==> src/rtl/assoc_directory.sv <==
// Set-associative coherence directory: per-set tag/state/presence/Tip storage with
// lookup, in-place update, lowest-free allocation and round-robin replacement.

module dir_tag_cmp #(
    parameter int TAG_W = 12
) (
    input  logic             valid,
    input  logic [TAG_W-1:0] stored,
    input  logic [TAG_W-1:0] probe,
    output logic             match
);
    assign match = valid && (stored == probe);
endmodule

module assoc_directory #(
    parameter int ADDR_W     = 16,
    parameter int NUM_CACHES = 4,
    parameter int SETS       = 16,
    parameter int WAYS       = 4
) (
    input  logic                    clk,
    input  logic                    rst_n,
    input  logic                    req_valid,
    output logic                    req_ready,
    input  logic                    req_write,
    input  logic [ADDR_W-1:0]       req_addr,
    input  logic [2:0]              req_state,
    input  logic [NUM_CACHES-1:0]   req_presence,
    input  logic [NUM_CACHES-1:0]   req_tip,
    output logic                    resp_valid,
    output logic                    resp_hit,
    output logic [2:0]              resp_state,
    output logic [NUM_CACHES-1:0]   resp_presence,
    output logic [NUM_CACHES-1:0]   resp_tip,
    output logic [$clog2(WAYS)-1:0] resp_way,
    output logic                    evict_valid,
    output logic [ADDR_W-1:0]       evict_addr,
    output logic [NUM_CACHES-1:0]   evict_presence,
    output logic [NUM_CACHES-1:0]   evict_tip
);
    localparam int IDX_W = $clog2(SETS);
    localparam int TAG_W = ADDR_W - IDX_W;
    localparam int WAY_W = $clog2(WAYS);

    localparam logic [2:0] DIR_STATE_INVALID = 3'd0;

    localparam logic [1:0] ST_INIT   = 2'd0;
    localparam logic [1:0] ST_IDLE   = 2'd1;
    localparam logic [1:0] ST_ACCESS = 2'd2;

    typedef struct packed {
        logic                  write;
        logic [ADDR_W-1:0]     addr;
        logic [2:0]            state;
        logic [NUM_CACHES-1:0] presence;
        logic [NUM_CACHES-1:0] tip;
    } req_t;

    req_t             r_q;
    logic [1:0]       fsm_q;
    logic [IDX_W-1:0] init_idx_q;

    logic [SETS-1:0][WAYS-1:0]                 valid_q;
    logic [SETS-1:0][WAYS-1:0][TAG_W-1:0]      tag_q;
    logic [SETS-1:0][WAYS-1:0][2:0]            state_q;
    logic [SETS-1:0][WAYS-1:0][NUM_CACHES-1:0] pres_q;
    logic [SETS-1:0][WAYS-1:0][NUM_CACHES-1:0] tip_q;
    logic [SETS-1:0][WAY_W-1:0]                rr_q;

    logic [IDX_W-1:0] r_idx;
    logic [TAG_W-1:0] r_tag;
    logic [WAYS-1:0]  match;
    logic             hit, any_free, upd_live;
    logic [WAY_W-1:0] hit_way, free_way, alloc_way;

    assign r_idx     = r_q.addr[IDX_W-1:0];
    assign r_tag     = r_q.addr[ADDR_W-1:IDX_W];
    assign req_ready = (fsm_q == ST_IDLE);
    assign upd_live  = (r_q.state != DIR_STATE_INVALID);
    assign alloc_way = any_free ? free_way : rr_q[r_idx];

    for (genvar w = 0; w < WAYS; w++) begin : g_way
        dir_tag_cmp #(.TAG_W(TAG_W)) u_cmp (
            .valid  (valid_q[r_idx][w]),
            .stored (tag_q[r_idx][w]),
            .probe  (r_tag),
            .match  (match[w])
        );
    end

    // Descending scan so the lowest matching / lowest free way wins.
    always_comb begin
        hit      = 1'b0;
        hit_way  = '0;
        any_free = 1'b0;
        free_way = '0;
        for (int w = WAYS - 1; w >= 0; w--) begin
            if (match[w]) begin
                hit     = 1'b1;
                hit_way = WAY_W'(w);
            end
            if (!valid_q[r_idx][w]) begin
                any_free = 1'b1;
                free_way = WAY_W'(w);
            end
        end
    end

    logic                  wr_en, wr_vld, evict_now;
    logic [WAY_W-1:0]      wr_way, n_way;
    logic [2:0]            n_state;
    logic [NUM_CACHES-1:0] n_pres, n_tip;

    always_comb begin
        wr_en     = 1'b0;
        wr_vld    = 1'b0;
        evict_now = 1'b0;
        wr_way    = '0;
        n_way     = '0;
        n_state   = DIR_STATE_INVALID;
        n_pres    = '0;
        n_tip     = '0;
        if (!r_q.write) begin
            if (hit) begin
                n_way   = hit_way;
                n_state = state_q[r_idx][hit_way];
                n_pres  = pres_q[r_idx][hit_way];
                n_tip   = tip_q[r_idx][hit_way];
            end
        end else if (hit) begin
            // Writing INVALID over a hit is a deallocation: only the valid bit drops.
            wr_en  = 1'b1;
            wr_way = hit_way;
            wr_vld = upd_live;
            n_way  = hit_way;
            if (upd_live) begin
                n_state = r_q.state;
                n_pres  = r_q.presence;
                n_tip   = r_q.tip;
            end
        end else if (upd_live) begin
            wr_en     = 1'b1;
            wr_way    = alloc_way;
            wr_vld    = 1'b1;
            n_way     = alloc_way;
            n_state   = r_q.state;
            n_pres    = r_q.presence;
            n_tip     = r_q.tip;
            evict_now = !any_free;
        end
    end

    always_ff @(posedge clk or negedge rst_n) begin
        if (!rst_n) begin
            fsm_q          <= ST_INIT;
            init_idx_q     <= '0;
            r_q            <= '0;
            resp_valid     <= 1'b0;
            resp_hit       <= 1'b0;
            resp_state     <= '0;
            resp_presence  <= '0;
            resp_tip       <= '0;
            resp_way       <= '0;
            evict_valid    <= 1'b0;
            evict_addr     <= '0;
            evict_presence <= '0;
            evict_tip      <= '0;
        end else begin
            resp_valid  <= 1'b0;
            evict_valid <= 1'b0;
            case (fsm_q)
                ST_INIT: begin
                    init_idx_q <= init_idx_q + 1'b1;
                    if (init_idx_q == IDX_W'(SETS - 1)) fsm_q <= ST_IDLE;
                end
                ST_IDLE: begin
                    if (req_valid) begin
                        r_q   <= '{req_write, req_addr, req_state, req_presence, req_tip};
                        fsm_q <= ST_ACCESS;
                    end
                end
                ST_ACCESS: begin
                    fsm_q         <= ST_IDLE;
                    resp_valid    <= 1'b1;
                    resp_hit      <= hit;
                    resp_state    <= n_state;
                    resp_presence <= n_pres;
                    resp_tip      <= n_tip;
                    resp_way      <= n_way;
                    if (evict_now) begin
                        evict_valid    <= 1'b1;
                        evict_addr     <= {tag_q[r_idx][alloc_way], r_idx};
                        evict_presence <= pres_q[r_idx][alloc_way];
                        evict_tip      <= tip_q[r_idx][alloc_way];
                    end
                end
                default: fsm_q <= ST_INIT;
            endcase
        end
    end

    // Array storage needs no reset: the INIT sweep clears valid bits and pointers.
    always_ff @(posedge clk) begin
        if (fsm_q == ST_INIT) begin
            valid_q[init_idx_q] <= '0;
            rr_q[init_idx_q]    <= '0;
        end else if (fsm_q == ST_ACCESS && wr_en) begin
            valid_q[r_idx][wr_way] <= wr_vld;
            if (wr_vld) begin
                tag_q[r_idx][wr_way]   <= r_tag;
                state_q[r_idx][wr_way] <= r_q.state;
                pres_q[r_idx][wr_way]  <= r_q.presence;
                tip_q[r_idx][wr_way]   <= r_q.tip;
            end
            if (evict_now) rr_q[r_idx] <= rr_q[r_idx] + 1'b1;
        end
    end
endmodule

==> config.mk <==
export PLATFORM = sky130hd
export DESIGN_NAME = assoc_directory
export DESIGN_NICKNAME = d
export VERILOG_FILES = /design/src/rtl/assoc_directory.sv
export SDC_FILE = /design/constraint.sdc
export NUM_CORES = 2
export LEC_CHECK = 0
export BUFFER_PORTS_ARGS = -buffer_cell sky130_fd_sc_hd__buf_2
export CORE_MARGIN = 2
export CORE_UTILIZATION = 24
export CTS_CLUSTER_DIAMETER = 80
export DETAILED_ROUTE_END_ITERATION = 7
export GPL_ROUTABILITY_DRIVEN = 0
export SLEW_MARGIN = 0
export SYNTH_ARGS = -nofsm -noshare
export SYNTH_HDL_FRONTEND = slang
export SYNTH_SLANG_ARGS = --single-unit
==> constraint.sdc <==
create_clock -name clk -period 6.6 [get_ports clk]
set_input_delay 0.99 -clock clk [delete_from_list [all_inputs] [get_ports clk]]
set_output_delay 0.99 -clock clk [all_outputs]
set_load 0.05 [all_outputs]
# Word-level counts from Yosys, hierarchy flattened
# Cells that the tools add are included.
op_classes:
  add_sub_neg: 2
  mul: 0
  n_div: 0
  n_lt_le_gt_ge: 8
  n_eq_ne: 9
  shifts: 0
  n_mux: 102
  bitwise_logic: 5
  n_reduce_logical: 18
op_table:
  columns: ["op", "n"]
  rows:
  - ["768-bit bitwise mux", 1]
  - ["256-bit bitwise mux", 2]
  - ["48-bit binary-select mux with 4-bit select", 1]
  - ["192-bit bitwise mux", 1]
  - ["48-bit demux with 4-bit select", 1]
  - ["16-bit binary-select mux with 4-bit select", 2]
  - ["64-bit 2-to-1 mux", 2]
  - ["32-bit 2-to-1 mux", 3]
  - ["48-bit 2-to-1 mux", 2]
  - ["64-bit bitwise AND", 1]
  - ["64-bit bitwise mux", 1]
  - ["16-bit demux with 4-bit select", 1]
  - ["64-bit NOT", 1]
  - ["4-bit 2-to-1 mux", 14]
  - ["12-bit binary-select mux with 4-bit select", 1]
  - ["12-bit demux with 4-bit select", 1]
  - ["12-bit == test", 4]
  - ["12-bit 2-to-1 mux", 4]
  - ["16-bit 2-to-1 mux", 3]
  - ["2-bit 2-to-1 mux", 19]
  - ["32-bit bitwise AND", 1]
  - ["4-bit binary-select mux with 2-bit select", 4]
  - ["32-bit bitwise mux", 1]
  - ["4-bit demux with 4-bit select", 2]
  - ["other kinds (31)", 71]
word_totals:
  reg_bits: 1642
  latch_bits: 0
  mem_bits_rw: 0
  romBits: 0
  input_bits: 31
  output_inout_bits: 41
  mem_count: 0

# Longest topological paths before layout
logic_depth:
  word_depth: 19
  mapped_depth: 17
  ltp_nobuf: 9

# Hierarchy
# A second synthesis with hierarchy kept.
hier_totals:
  cells_unflattened: 3165
  hier_area_um2: 65161.2
modules_own_cells:
  columns: ["module", "instances", "cells_each", "area_per_inst_um2"]
  rows:
  - ["assoc_directory", 1, 3097, 64605.7]
  - ["dir_tag_cmp", 4, 17, 138.9]

# Least setup slack after synthesis
# Ideal clock, no wire load.
synth_path:
  path_kind: "reg2reg"
  start: "register r_q[26] (netlist bit)"
  end: "register pres_q[116] (netlist bit) (enable)"
  setup_ns: 0.432
  arrival_ns: 4.884
  required_time_ns: 6.168
  path_slack_ns: 1.284
  stages_incl_launch_ff: 13
  path_buffers: 3
  synth_period_minus_slack_ns: 5.316
  cell_sequence: "dfrtp_1 inv_1 clkbuf_1 xnor2_1 o22ai_1 a21o_1 o2111ai_1 or4_4 inv_1 o21ai_2 buf_4 buf_4 nor3_1"
synth_between:
  elab_chain_cells: 10
  word_cells_on_any_way: 18
  classes_between: "eq/ne (4); mux (8); reduce/logical (6)"
synth_lines:
  columns: ["element", "line", "text"]
  rows:
  - ["start, declared", "59", "req_t r_q;"]
  - ["start signal, assigned", "178", "r_q <= '{req_write, req_addr, req_state, req_presence, req_tip};"]
  - ["12-bit == test", "12", "assign match = valid && (stored == probe);"]
  - ["1-bit logical AND", "12", null]
  - ["1-bit 2-to-1 mux (3 in series)", "98", "if (match[w]) begin"]
  - ["1-bit 2-to-1 mux *", "98", null]
  - ["1-bit 2-to-1 mux", "130", "end else if (hit) begin"]
  - ["1-bit 2-to-1 mux", "123", "if (!r_q.write) begin"]
  - ["1-bit logical AND", "207", "end else if (fsm_q == ST_ACCESS && wr_en) begin"]
  - ["3-bit AND reduction (no source line) *", null, null]
  - ["end signal, assigned by index", "212", "pres_q[r_idx][wr_way] <= r_q.presence;"]
  - ["end, declared", "66", "logic [SETS-1:0][WAYS-1:0][NUM_CACHES-1:0] pres_q;"]
# Every way passes the cells marked *; elsewhere a longest branch is shown, timed or not.
# A chain may end at the register's enable or synchronous reset.

# Worst setup path after layout
layout_path:
  start: "register r_q, in the netlist r_idx[0]"
  end: "register rr_q[25] (netlist bit) (enable)"
layout_between:
  elab_chain_cells: 13
  word_cells_on_any_way: 30
  classes_between: "eq/ne (4); mux (17); reduce/logical (9)"
layout_lines:
  columns: ["element", "line", "text"]
  rows:
  - ["48-bit binary-select mux with 4-bit select", "85", ".stored (tag_q[r_idx][w]),"]
  - ["48-bit 2-to-1 mux (implied by the code)", "85", null]
  - ["12-bit == test", "12", null]
  - ["1-bit logical AND", "12", null]
  - ["1-bit 2-to-1 mux (4 in series)", "98", null]
  - ["1-bit 2-to-1 mux", "130", null]
  - ["1-bit 2-to-1 mux", "123", null]
  - ["1-bit logical AND", "207", null]
  - ["2-bit nonzero test (no source line)", null, null]
  - ["2-bit AND reduction (no source line) *", null, null]
  - ["end signal, assigned by index", "215", "if (evict_now) rr_q[r_idx] <= rr_q[r_idx] + 1'b1;"]
  - ["end, declared", "68", "logic [SETS-1:0][WAY_W-1:0] rr_q;"]
# Every way passes the cells marked *; elsewhere a longest branch is shown, timed or not. The select of a mux whose other input is x is not followed.

==> impl_metrics.xml <==
<?xml version="1.0" encoding="UTF-8"?>
<metrics>
  <group name="worst_setup_path">
    <metric name="timing.critical_path.required" unit="ns">7.06</metric>
    <metric name="critPathMaxFanout" unit="">46</metric>
    <metric name="path_class" unit="">flop to flop</metric>
    <metric name="worstPathBufferInverterCount" unit="">2</metric>
    <metric name="reg2regPathDepth" unit="">11</metric>
    <metric name="critical_path_cell_sequence" unit="">buf_4 &gt; mux4_2 &gt; mux2i_1 &gt; mux2i_1 &gt; a31oi_1 &gt; nor3_1 &gt; nand4_4 &gt; buf_4 &gt; nand2_4 &gt; or3_4 &gt; o31ai_1</metric>
    <metric name="critical_path.top_delay_family" unit="">multiplexers</metric>
    <metric name="r2r_end" unit="">rr_q[25]$_DFFE_PP_</metric>
    <metric name="critPathLaunchType" unit="">flop</metric>
    <metric name="reg2reg_setup_slack" unit="ns">0.79</metric>
    <metric name="crit-reg2reg-launch" unit="">r_idx[0]$_DFFE_PN0P_</metric>
    <metric name="critical-path-max-stage-delay" unit="ns">1.01</metric>
    <metric name="endpoint_kind" unit="">flop</metric>
    <metric name="timing.critical_path.slowest_stage_cell" unit="">dfrtp_4</metric>
    <metric name="timing.critical_path.arrival" unit="ns">6.27</metric>
  </group>
  <group name="routing">
    <metric name="vias" unit="">36500</metric>
    <metric name="detail_route.first_pass.iterations" unit="">6</metric>
    <metric name="routed_length_per_placed_instance" unit="µm">25.5</metric>
    <metric name="postRouteAntennaNets" unit="">0</metric>
    <metric name="drt-vias-per-instance" unit="">4.76</metric>
    <metric name="drt_drc_violations_left" unit="">0</metric>
    <metric name="drc_violation_total_after_the_first_tritonroute_iteration" unit="">4745</metric>
    <metric name="drt_wl_total" unit="µm">196000</metric>
  </group>
  <group name="clock_tree">
    <metric name="cts.sink_count" unit="">1642</metric>
    <metric name="library_cell_used_as_clock_root_buffer" unit="">clkbuf_16</metric>
    <metric name="cts_setup_buffers" unit="">0</metric>
    <metric name="cts_tree" unit="">done</metric>
    <metric name="path_clk_slew" unit="ns">0.06</metric>
    <metric name="hold_buffers" unit="">0</metric>
    <metric name="post_cts_resized" unit="">0</metric>
    <metric name="ctsLongestPathBuffers" unit="">3</metric>
    <metric name="cts_buf_count" unit="">162</metric>
    <metric name="clock_insertion_delay_worst_skew" unit="ns">0.82</metric>
    <metric name="h-tree-depth" unit="">4</metric>
  </group>
  <group name="floorplanning">
    <metric name="coreArea" unit="µm²">283000</metric>
    <metric name="die_w" unit="µm">538</metric>
    <metric name="io-pin-count" unit="">72</metric>
    <metric name="fp.dieArea" unit="µm²">289000</metric>
    <metric name="die_span_y" unit="µm">538</metric>
    <metric name="initial_utilization" unit="%">24.2</metric>
    <metric name="rows" unit="">195</metric>
  </group>
  <group name="timing">
    <metric name="whs" unit="ns">0.104</metric>
    <metric name="final_worst_path_setup_slack" unit="ns">0.794</metric>
    <metric name="report.final.setup_viol" unit="">0</metric>
    <metric name="period_share" unit="%">88.0</metric>
    <metric name="max_slew_headroom" unit="%">16.0</metric>
    <metric name="final-hold-violation-count" unit="">0</metric>
    <metric name="fmax" unit="MHz">172</metric>
    <metric name="actual_slew_at_the_worst_max_slew_pin" unit="ns">1.25</metric>
    <metric name="clock-skew-final" unit="ns">0.0417</metric>
    <metric name="unrepaired_setup_endpoints_after_global_routing" unit="">false</metric>
    <metric name="timing_max_transition_violations_final" unit="">0</metric>
    <metric name="timing.setup.tns" unit="ns">0</metric>
    <metric name="layout_min_cycle_time" unit="ns">5.81</metric>
  </group>
  <group name="synthesis">
    <metric name="postSynthNetCount" unit="">3631</metric>
    <metric name="postSynthAreaPerCell" unit="µm²">19.0</metric>
    <metric name="yosysWarningCount" unit="">0</metric>
    <metric name="synth-seq-cells" unit="">1642</metric>
    <metric name="synth.area.top_cells" unit="">edfxtp_1, mux4_2, dfrtp_1</metric>
    <metric name="yosys_cell_types" unit="">89</metric>
    <metric name="synth_top_cell_by_area" unit="">edfxtp_1</metric>
    <metric name="ys.flop_type" unit="">edfxtp_1</metric>
    <metric name="synth_edf_count" unit="">1568</metric>
    <metric name="synthArstFlopShare" unit="%">4.51</metric>
    <metric name="synth_common_cells" unit="">edfxtp_1, mux4_2, nand2_1</metric>
    <metric name="most_repeated_cell_in_the_gate_level_netlist_after_synthesis" unit="">edfxtp_1</metric>
    <metric name="sequential_fraction_of_the_synthesis_area" unit="%">71.6</metric>
    <metric name="gate_count_post_synth" unit="">3596</metric>
    <metric name="synth_top_area_share" unit="%">68.9</metric>
    <metric name="synth_area" unit="µm²">68300</metric>
  </group>
  <group name="pwr">
    <metric name="power_share_of_the_clock_group" unit="%">25.1</metric>
    <metric name="power_frac_comb" unit="%">36.7</metric>
    <metric name="power.internal" unit="µW">23400</metric>
    <metric name="power_per_cell_area" unit="nW/µm²">473</metric>
    <metric name="cellLeakagePower" unit="µW">0.0250</metric>
    <metric name="p_seq_share" unit="%">38.3</metric>
    <metric name="power.switching_fraction" unit="%">37.2</metric>
    <metric name="vdd_drop_max" unit="µV">365</metric>
    <metric name="power.net_switching" unit="µW">13900</metric>
  </group>
  <group name="final_layout">
    <metric name="fraction_of_final_layout_cells_with_drive_strength_greater_than_1" unit="%">27.2</metric>
    <metric name="area_growth" unit="%">15.6</metric>
    <metric name="fin_area" unit="µm²">79000</metric>
    <metric name="finish.net_count" unit="">3819</metric>
    <metric name="final-instance-count-excl-fill" unit="">7670</metric>
  </group>
  <group name="outcome">
    <metric name="status" unit="">completed</metric>
  </group>
  <group name="placed_design">
    <metric name="dp.cells" unit="">7363</metric>
    <metric name="detailedPlacementHpwl" unit="µm">126000</metric>
    <metric name="io_buffers" unit="">71</metric>
    <metric name="detailedPlace.worstSlack" unit="ns">0.815</metric>
    <metric name="postPlaceCellArea" unit="µm²">73600</metric>
  </group>
  <group name="global_routing">
    <metric name="grt_first_pass_wirelength" unit="µm">276000</metric>
    <metric name="grt_max_degree" unit="">71</metric>
    <metric name="groute.usage.overall" unit="%">13.3</metric>
    <metric name="number_of_global_route_vias_before_repair" unit="">36000</metric>
    <metric name="overflow_left_after_global_routing" unit="">0</metric>
    <metric name="number_of_antenna_violations_at_the_first_check_in_global_routing" unit="">9</metric>
  </group>
  <group name="worst_hold_path">
    <metric name="kind_of_path_behind_the_tightest_hold_check" unit="">primary input to async pin</metric>
  </group>
  <group name="job">
    <metric name="drv_cap" unit="">0</metric>
  </group>
</metrics>
[cell usage in the layout, fill, tap and decap left out, drive strengths merged, types with 7 or more instances in the layout]
cell type  netlist  final
a22o            35     35
mux2i          154    154
nand2          251    251
nand2b          17     17
nor2           111    111
a31oi            7      7
clkinv           4     68
and3            12     12
o21ai          123    123
nand3b          13     13
mux4           395    395
clkbuf          66    205
mux2            79     79
and2             8      8
inv             16     23
o22ai           27     27
edfxtp        1568   1568
nand3           22     22
nor2b           24     24
buf            164    254
xor2             9      9
diode            0      7
a22oi           44     44
or2             10     10
nor3            37     37
or3             19     19
clkinvlp         0      7
a211oi          18     18
dfrtp           74     74
bufinv           0     17
a21oi           65     65
o31ai           85     85
xnor2           51     51
nand4           18     18
[registers in the layout (all words and copies together) (netlist names), 16 cells and up]
register    flops
pres_q        256
tip_q         256
rr_q           32
evict_addr     16
r_q            24
tag_q         768
state_q       192
valid_q        64
[power groups by stage]
stage / Combinational [µW] / Sequential (µW) / Clock (µW)
4_1_cts: 13600 / 14300 / 9520
2_1_floorplan: 8120 / 14600 / 0
6_report: 13700 / 14300 / 9360
3_5_place_dp: 13600 / 14500 / 0
5_1_grt: 14300 / 14400 / 9920
3_3_place_gp: 13400 / 14500 / 0
[routing by layer]
metal	global-route usage [%]	vias up	share of wire, %
li1	-	15100	-
met1	17.9	19300	41
met2	20.8	1847	46
met3	3.39	306	9.7
met4	4.37	2	3.4
met5	0	-	0.0066
[final cells by class]
type                            count  area (µm²)
Fill cell                       27700      204000
Sequential cell                  1642       49000
Multi-Input combinational cell   1704       18000
Tap cell                         3743        4680
Clock buffer                      205        4390
Timing Repair Buffer              254        1870
Clock inverter                     95         987
Inverter                           20        80.1
Antenna cell                        7        17.5
[cells by family (layout without fill, tap and decap cells)]
kind of cell	Yosys count	after routing	synth area share, %
muxes	628	628	16.8
AOI/OAI and AO/OA	450	450	4.39
DFF	1642	1642	71.6
other	0	7	0
adders and majority gates	4	4	0.0732
and+or+nand+nor	562	562	3.86
xor gates and xnor gates	60	60	0.769
buffers and inverters	250	574	2.46
[worst max path at each step]
| stage | slack (ns) | cells after the start | from | endpoint |
|---|---|---|---|---|
| 2_1_floorplan | 1.28 | 12 | r_q[26]$_DFFE_PN0P_ | pres_q[116]$_DFFE_PP_ |
| 5_1_grt | 0.53 | 11 | r_idx[0]$_DFFE_PN0P_ | rr_q[18]$_DFFE_PP_ |
| 4_1_cts | 0.82 | 11 | r_idx[0]$_DFFE_PN0P_ | rr_q[25]$_DFFE_PP_ |
| 6_report | 0.79 | 11 | r_idx[0]$_DFFE_PN0P_ | rr_q[25]$_DFFE_PP_ |
| 3_5_place_dp | 0.82 | 11 | r_idx[0]$_DFFE_PN0P_ | rr_q[24]$_DFFE_PP_ |
| 3_3_place_gp | 0.89 | 11 | r_idx[0]$_DFFE_PN0P_ | rr_q[16]$_DFFE_PP_ |
[metrics by stage]
stage	util, %	total power [µW]
floorplan	-	22700
global placement	26.0	27900
detailed placement	26.0	28000
CTS	27.9	37400
global route	27.9	38600
finish	27.9	37300
(Power assumes the default switching activity.)
